$ cat src/rtl/peri_uart_tx_pkg.sv
// Shared types and register addresses for the peri_uart_tx Wishbone UART transmitter.
package peri_uart_tx_pkg;

  typedef enum logic [1:0] {
    StIdle,
    StStart,
    StData,
    StStop
  } state_e;

  localparam logic [3:0] AdrData   = 4'h0;
  localparam logic [3:0] AdrStatus = 4'h1;
  localparam logic [3:0] AdrDivLo  = 4'h2;
  localparam logic [3:0] AdrDivHi  = 4'h3;
  localparam logic [3:0] AdrLevel  = 4'h4;

  function automatic logic [7:0] status_byte(input logic ovf, input logic busy,
                                             input logic full, input logic empty);
    return {4'b0000, ovf, busy, full, empty};
  endfunction

endpackage

$ cat src/rtl/fifo_sync.sv
// Single-clock first-word-fall-through FIFO; pushes when full and pops when empty are ignored.
module fifo_sync #(
  parameter int unsigned DEPTH = 8,
  parameter int unsigned WIDTH = 8
) (
  input  logic                     clk_i,
  input  logic                     rst_i,
  input  logic                     push,
  input  logic                     pop,
  input  logic [WIDTH-1:0]         wdata,
  output logic [WIDTH-1:0]         rdata,
  output logic                     empty,
  output logic                     full,
  output logic [$clog2(DEPTH):0]   count
);

  localparam int unsigned AW = $clog2(DEPTH);
  localparam logic [AW:0] CountFull = (AW+1)'(DEPTH);

  logic [WIDTH-1:0] mem [DEPTH];
  logic [AW-1:0]    wr_ptr_q, rd_ptr_q;
  logic [AW:0]      count_q, count_d;
  logic             push_ok, pop_ok;

  assign full    = (count_q == CountFull);
  assign empty   = (count_q == '0);
  assign push_ok = push & ~full;
  assign pop_ok  = pop & ~empty;
  assign rdata   = mem[rd_ptr_q];
  assign count   = count_q;

  always_comb begin
    count_d = count_q;
    case ({push_ok, pop_ok})
      2'b10:   count_d = count_q + 1'b1;
      2'b01:   count_d = count_q - 1'b1;
      default: count_d = count_q;
    endcase
  end

  always_ff @(posedge clk_i or posedge rst_i) begin
    if (rst_i) begin
      wr_ptr_q <= '0;
      rd_ptr_q <= '0;
      count_q  <= '0;
    end else begin
      if (push_ok) wr_ptr_q <= wr_ptr_q + 1'b1;
      if (pop_ok)  rd_ptr_q <= rd_ptr_q + 1'b1;
      count_q <= count_d;
    end
  end

  always_ff @(posedge clk_i) begin
    if (push_ok) mem[wr_ptr_q] <= wdata;
  end

endmodule

$ cat src/rtl/peri_uart_tx.sv
// Wishbone B4 classic responder feeding an 8N1 serial transmitter through a byte FIFO.
module peri_uart_tx
  import peri_uart_tx_pkg::*;
#(
  parameter int unsigned DEPTH     = 8,
  parameter logic [15:0] DIV_RESET = 16'd103
) (
  input  logic       clk_i,
  input  logic       rst_i,
  input  logic       wb_stb_i,
  input  logic       wb_we_i,
  input  logic [3:0] wb_adr_i,
  input  logic [7:0] wb_dat_i,
  output logic [7:0] wb_dat_o,
  output logic       wb_ack_o,
  output logic       tx_o,
  output logic       busy_o
);

  localparam int unsigned CW = $clog2(DEPTH) + 1;

  logic          ack_q;
  logic [7:0]    rdat_q, rdat_d;
  logic [15:0]   div_q;
  logic          ovf_q;

  state_e        state_q;
  logic [15:0]   cnt_q;
  logic [7:0]    sh_q;
  logic [2:0]    idx_q;
  logic          tx_q;

  logic          access, wr, rd, push;
  logic          fifo_pop, fifo_empty, fifo_full;
  logic [7:0]    fifo_rdata;
  logic [CW-1:0] fifo_count;
  logic          cnt_zero;

  assign access = wb_stb_i & ~ack_q;
  assign wr     = access & wb_we_i;
  assign rd     = access & ~wb_we_i;
  assign push   = wr & (wb_adr_i == AdrData);

  assign cnt_zero = (cnt_q == '0);
  // A frame is loaded from idle, or straight out of a finishing stop bit so frames abut.
  assign fifo_pop = ~fifo_empty &
                    ((state_q == StIdle) | ((state_q == StStop) & cnt_zero));

  fifo_sync #(
    .DEPTH (DEPTH),
    .WIDTH (8)
  ) u_fifo (
    .clk_i (clk_i),
    .rst_i (rst_i),
    .push  (push),
    .pop   (fifo_pop),
    .wdata (wb_dat_i),
    .rdata (fifo_rdata),
    .empty (fifo_empty),
    .full  (fifo_full),
    .count (fifo_count)
  );

  assign busy_o   = (state_q != StIdle) | ~fifo_empty;
  assign tx_o     = tx_q;
  assign wb_ack_o = ack_q;
  assign wb_dat_o = rdat_q;

  always_comb begin
    rdat_d = '0;
    if (rd) begin
      case (wb_adr_i)
        AdrStatus: rdat_d = status_byte(ovf_q, busy_o, fifo_full, fifo_empty);
        AdrDivLo:  rdat_d = div_q[7:0];
        AdrDivHi:  rdat_d = div_q[15:8];
        AdrLevel:  rdat_d = 8'(fifo_count);
        default:   rdat_d = '0;
      endcase
    end
  end

  always_ff @(posedge clk_i or posedge rst_i) begin
    if (rst_i) begin
      ack_q  <= 1'b0;
      rdat_q <= '0;
      div_q  <= DIV_RESET;
      ovf_q  <= 1'b0;
    end else begin
      ack_q  <= access;
      rdat_q <= rdat_d;
      if (wr && wb_adr_i == AdrDivLo) div_q[7:0]  <= wb_dat_i;
      if (wr && wb_adr_i == AdrDivHi) div_q[15:8] <= wb_dat_i;
      if (push && fifo_full)
        ovf_q <= 1'b1;
      else if (wr && wb_adr_i == AdrStatus && wb_dat_i[3])
        ovf_q <= 1'b0;
    end
  end

  always_ff @(posedge clk_i or posedge rst_i) begin
    if (rst_i) begin
      state_q <= StIdle;
      cnt_q   <= '0;
      sh_q    <= '0;
      idx_q   <= '0;
      tx_q    <= 1'b1;
    end else begin
      case (state_q)
        StIdle: begin
          if (!fifo_empty) begin
            sh_q    <= fifo_rdata;
            cnt_q   <= div_q;
            tx_q    <= 1'b0;
            state_q <= StStart;
          end else begin
            tx_q <= 1'b1;
          end
        end
        StStart: begin
          if (cnt_zero) begin
            tx_q    <= sh_q[0];
            idx_q   <= '0;
            cnt_q   <= div_q;
            state_q <= StData;
          end else begin
            cnt_q <= cnt_q - 1'b1;
          end
        end
        StData: begin
          if (cnt_zero) begin
            cnt_q <= div_q;
            if (idx_q == 3'd7) begin
              tx_q    <= 1'b1;
              state_q <= StStop;
            end else begin
              sh_q  <= sh_q >> 1;
              tx_q  <= sh_q[1];
              idx_q <= idx_q + 1'b1;
            end
          end else begin
            cnt_q <= cnt_q - 1'b1;
          end
        end
        StStop: begin
          if (cnt_zero) begin
            if (!fifo_empty) begin
              sh_q    <= fifo_rdata;
              cnt_q   <= div_q;
              tx_q    <= 1'b0;
              state_q <= StStart;
            end else begin
              state_q <= StIdle;
            end
          end else begin
            cnt_q <= cnt_q - 1'b1;
          end
        end
        default: state_q <= StIdle;
      endcase
    end
  end

endmodule

$ cat config.mk
export PLATFORM = sky130hd
export DESIGN_NAME = peri_uart_tx
export DESIGN_NICKNAME = d
export VERILOG_FILES = /design/src/rtl/peri_uart_tx_pkg.sv /design/src/rtl/fifo_sync.sv /design/src/rtl/peri_uart_tx.sv
export SDC_FILE = /design/constraint.sdc
export NUM_CORES = 1
export LEC_CHECK = 0
export ABC_AREA = 1
export BUFFER_PORTS_ARGS = -buffer_cell sky130_fd_sc_hd__buf_2
export CORE_MARGIN = 5
export CORE_UTILIZATION = 55
export DETAILED_ROUTE_END_ITERATION = 12
export GPL_ROUTABILITY_DRIVEN = 0
export GPL_TIMING_DRIVEN = 0
export PLACE_DENSITY_LB_ADDON = 0.05
export SETUP_SLACK_MARGIN = 0.02
export SLEW_MARGIN = 25
export SYNTH_ARGS = -nofsm -noshare
export SYNTH_HDL_FRONTEND = slang
export SYNTH_HIERARCHICAL = 1
export SYNTH_SLANG_ARGS = --single-unit
$ cat constraint.sdc
create_clock -name clk_i -period 6.8 [get_ports clk_i]
set_clock_uncertainty 0.1 [all_clocks]
set_input_delay 1.36 -clock clk_i [delete_from_list [all_inputs] [get_ports clk_i]]
set_output_delay 1.36 -clock clk_i [all_outputs]
set_load 0.1 [all_outputs]
==> summary.txt <==
Placed design
  – Cell Area, Placed: 7370 µm²
  – Placed wire-length estimate: 11.9 mm
  – Post-place setup slack: 2.66 ns
  – Port Buffers: 26

Routing
  – DR vias/cell: 5.14
  – Vias: 5572
  – Antenna Violating Nets Remaining: 0
  – DRT iter0 DRCs: 490
  – DRT Wirelength: 16.5 mm
  – Number of remaining DRC errors: 0
  – Drt wl/cell: 15.3 µm
  – Pre-antenna DRT Iters: 5

Critical path
  – Critical Path AT: 3.89 ns
  – Crit path cell chain: buf_2 > nor2_1 > inv_1 > nor4_1 > nand2_2 > buf_6 > ha_1 > ha_1 > or2_2 > nand2_1 > nand2_1 > nand3_1 > nand2_1
  – Crit end category: flip-flop
  – FF-to-FF setup slack: 3.46 ns
  – Cell mode on critical path: nand2_1
  – CP Max Fanout: 10
  – CP max-delay cell: nor4_1
  – Crit path launch type: primary input
  – Max incr delay on CP: 0.66 ns
  – Critical Path RT: 7.01 ns
  – Crit path kind: primary input to flip-flop

Logic synthesis
  – Post-synthesis sequential area ratio: 51.4%
  – Fraction of the mapped netlist area in simple logic gates: 27.0%
  – Main synth FF type: edfxtp_1
  – Mux contribution to synthesized area: 0.863%
  – Yosys reg bits: 130
  – Post-synth top area share: 27.6%
  – Post-synthesis cell count: 852
  – Yosys warns: 6
  – Fraction of registers with async set or reset after synthesis: 50.8%
  – Most common cell in the netlist: nand2_1
  – Cell Area, Synth: 6960 µm²
  – Synth cell count leaders: nand2_1, inv_1, nor2_1
  – Top cells by area, synth: edfxtp_1, dfrtp_1, nand2_1
  – Area leader, netlist: edfxtp_1
  – Post-synth cell types: 41
  – EDFF count, synth: 64
  – Post-synthesis area per instance: 8.17 µm²
  – Largest family of logic cells by synthesized area: simple AND/OR/NAND/NOR gates
  – Post-synth net total: 882
  – Complex-gate fraction of the synthesized area: 7.35%
  – Post-Synth XOR/XNOR Area: 1.64%
  – Post-synthesis adder-cell area fraction: 2.62%

Final layout
  – Final Cell Area: 7970 µm²
  – Area Growth Syn to Fin: 14.5%
  – Register area: 3580 µm²
  – Layout cells sized above 1: 14.7%
  – Post-layout nets: 928
  – Multi-input gate area: 2790 µm²
  – Diodes inserted: 0
  – Fill count: 1073

Timing
  – Final hold vios: 0
  – Pins Over Slew Limit: 0
  – Min Tclk post-route: 3.68 ns
  – Final setup vio count: 0
  – Tcrit/Tclk final: 54.2%
  – TNS Setup: 0 ns
  – RSZ-0062 raised after global routing: no
  – Relative slew margins: 42.4%
  – Peak Freq: 271 MHz
  – Worst-Margin Slew: 0.859 ns
  – Setup WS post-layout: 3.12 ns

Global routing
  – Largest net degree at the start of global routing: 55
  – First-pass GRT wire length: 26.8 mm
  – GRT overflow: 0
  – GRT Overall Usage: 23.7%
  – Vias in the first global route: 5299
  – Initial antenna violation count: 0

Die
  – # IOs: 27
  – DIE AREA: 15000 µm²
  – DIE WIDTH: 123 µm
  – Starting Density: 55.6%
  – Die height: 123 µm
  – Core area: 12500 µm²
  – Row count: 41

Clock network
  – Setup Buffers After CTS: 0
  – CTS tree: done
  – Total CTS buffers: 17
  – Number of hold buffers added after cts: 0
  – Clock root cell: clkbuf_16
  – Clock latency on the worst-skew pair: 0.42 ns
  – PostCTS Resize Cnt: 0
  – Reg clk slew, reported paths: 0.06 ns
  – Max clock buf depth: 2
  – Clock tree sinks: 130
  – Htree depth: 4

Status
  – Run status: finished clean

Pwr
  – Tot Pwr: 3560 µW
  – Cell Pwr Density: 446 nW/µm²
  – VDD IR max: 319 µV
  – Lkg Pwr: 0.00385 µW

Worst hold path
  – HP Class: flip-flop to flip-flop

Flow run
  – Max_cap viols: 0
## worst max-delay path: cells and delay by family
kind	cells	cell delay, ns
buffers and inverters	3	0.40
adders and majority gates	2	0.58
and+or+nand+nor	8	1.54
## final timing paths
path	from	end	cells after the start
max	wb_adr_i[1]	u_fifo/count[3]	13
min	tx_o	tx_o	2
max reg2reg	cnt_q[0]	u_fifo/count[3]	18
min reg2reg	tx_o	tx_o	2
max in group asynchronous	rst_i	tx_o	3
min in group asynchronous	rst_i	wb_dat_o[1]	2
## where the power goes
part / leakage [µW] / internal (µW) / switching, µW
Combinational: 0.00214 / 534 / 1040
Sequential: 0.00142 / 951 / 105
Clock: 0.000293 / 578 / 343
Total: 0.00385 / 2060 / 1490
## stage by stage
stage	instances	util, %	hold WS [ns]
final	1083	63.7	0.370
after global routing	1083	63.7	0.395
after CTS	1083	63.7	0.371
after detailed placement	1051	58.9	0.362
after global placement	1050	58.4	0.356
after floorplan	852	-	0.355
## cell families (layout without fill, tap and decap cells)
group           after synthesis  after routing
fa+ha+maj                    14             14
xor+xnor                     13             13
flops                       130            130
mux                           6              6
simple gates                457            457
compound gates               85             85
buf+inv                     147            206
## registers in the layout (all words and copies together), names as in the netlist
signal           count
u_fifo/count         4
sh_q                 8
u_fifo/rd_ptr_q      3
cnt_q               16
wb_dat_o             8
div_q               16
u_fifo/wr_ptr_q      3
state_q              2
u_fifo/mem          64
idx_q                3
tx_o                 1
wb_ack_o             1
ovf_q                1
## layer usage
layer	global-route usage (%)	routed length, µm	vias up
li1	-	-	2759
met3	6.54	1030	24
met1	32.8	7490	2630
met2	36.2	7760	159
met4	7.84	256	0
met5	0	0	-
## placed cells by master (no fill, tap or decap), types with 3 or more instances in the layout
master	synthesis	layout
buf_6	7	7
nand2_2	3	3
nor2_2	5	5
dfstp_2	6	6
nor2_1	100	100
nand4_1	3	3
clkinv_2	1	4
mux2i_1	6	6
buf_4	3	3
nand2_1	301	301
nor2_4	4	4
inv_2	3	3
xor2_1	8	8
clkbuf_16	0	17
o21ai_0	41	41
a21oi_1	4	4
nand3_1	19	19
bufinv_16	0	3
edfxtp_1	64	64
dfrtp_1	60	60
o21ai_1	8	8
nor3_2	0	8
ha_1	13	13
o22ai_1	12	12
o21ai_2	17	17
xnor2_1	5	5
clkinv_4	0	4
buf_2	10	36
clkbuf_1	4	7
nand2_4	3	3
inv_1	116	115
## final cells by class
cell class / count / area share (%)
Sequential cell: 130 / 44.9
Multi-Input combinational cell: 575 / 35.0
Inverter: 121 / 5.74
Clock buffer: 20 / 5.48
Tap cell: 172 / 2.70
Buffer: 26 / 2.21
Clock inverter: 12 / 1.98
Timing Repair Buffer: 27 / 1.98
Power figures use the tool's default switching activity.
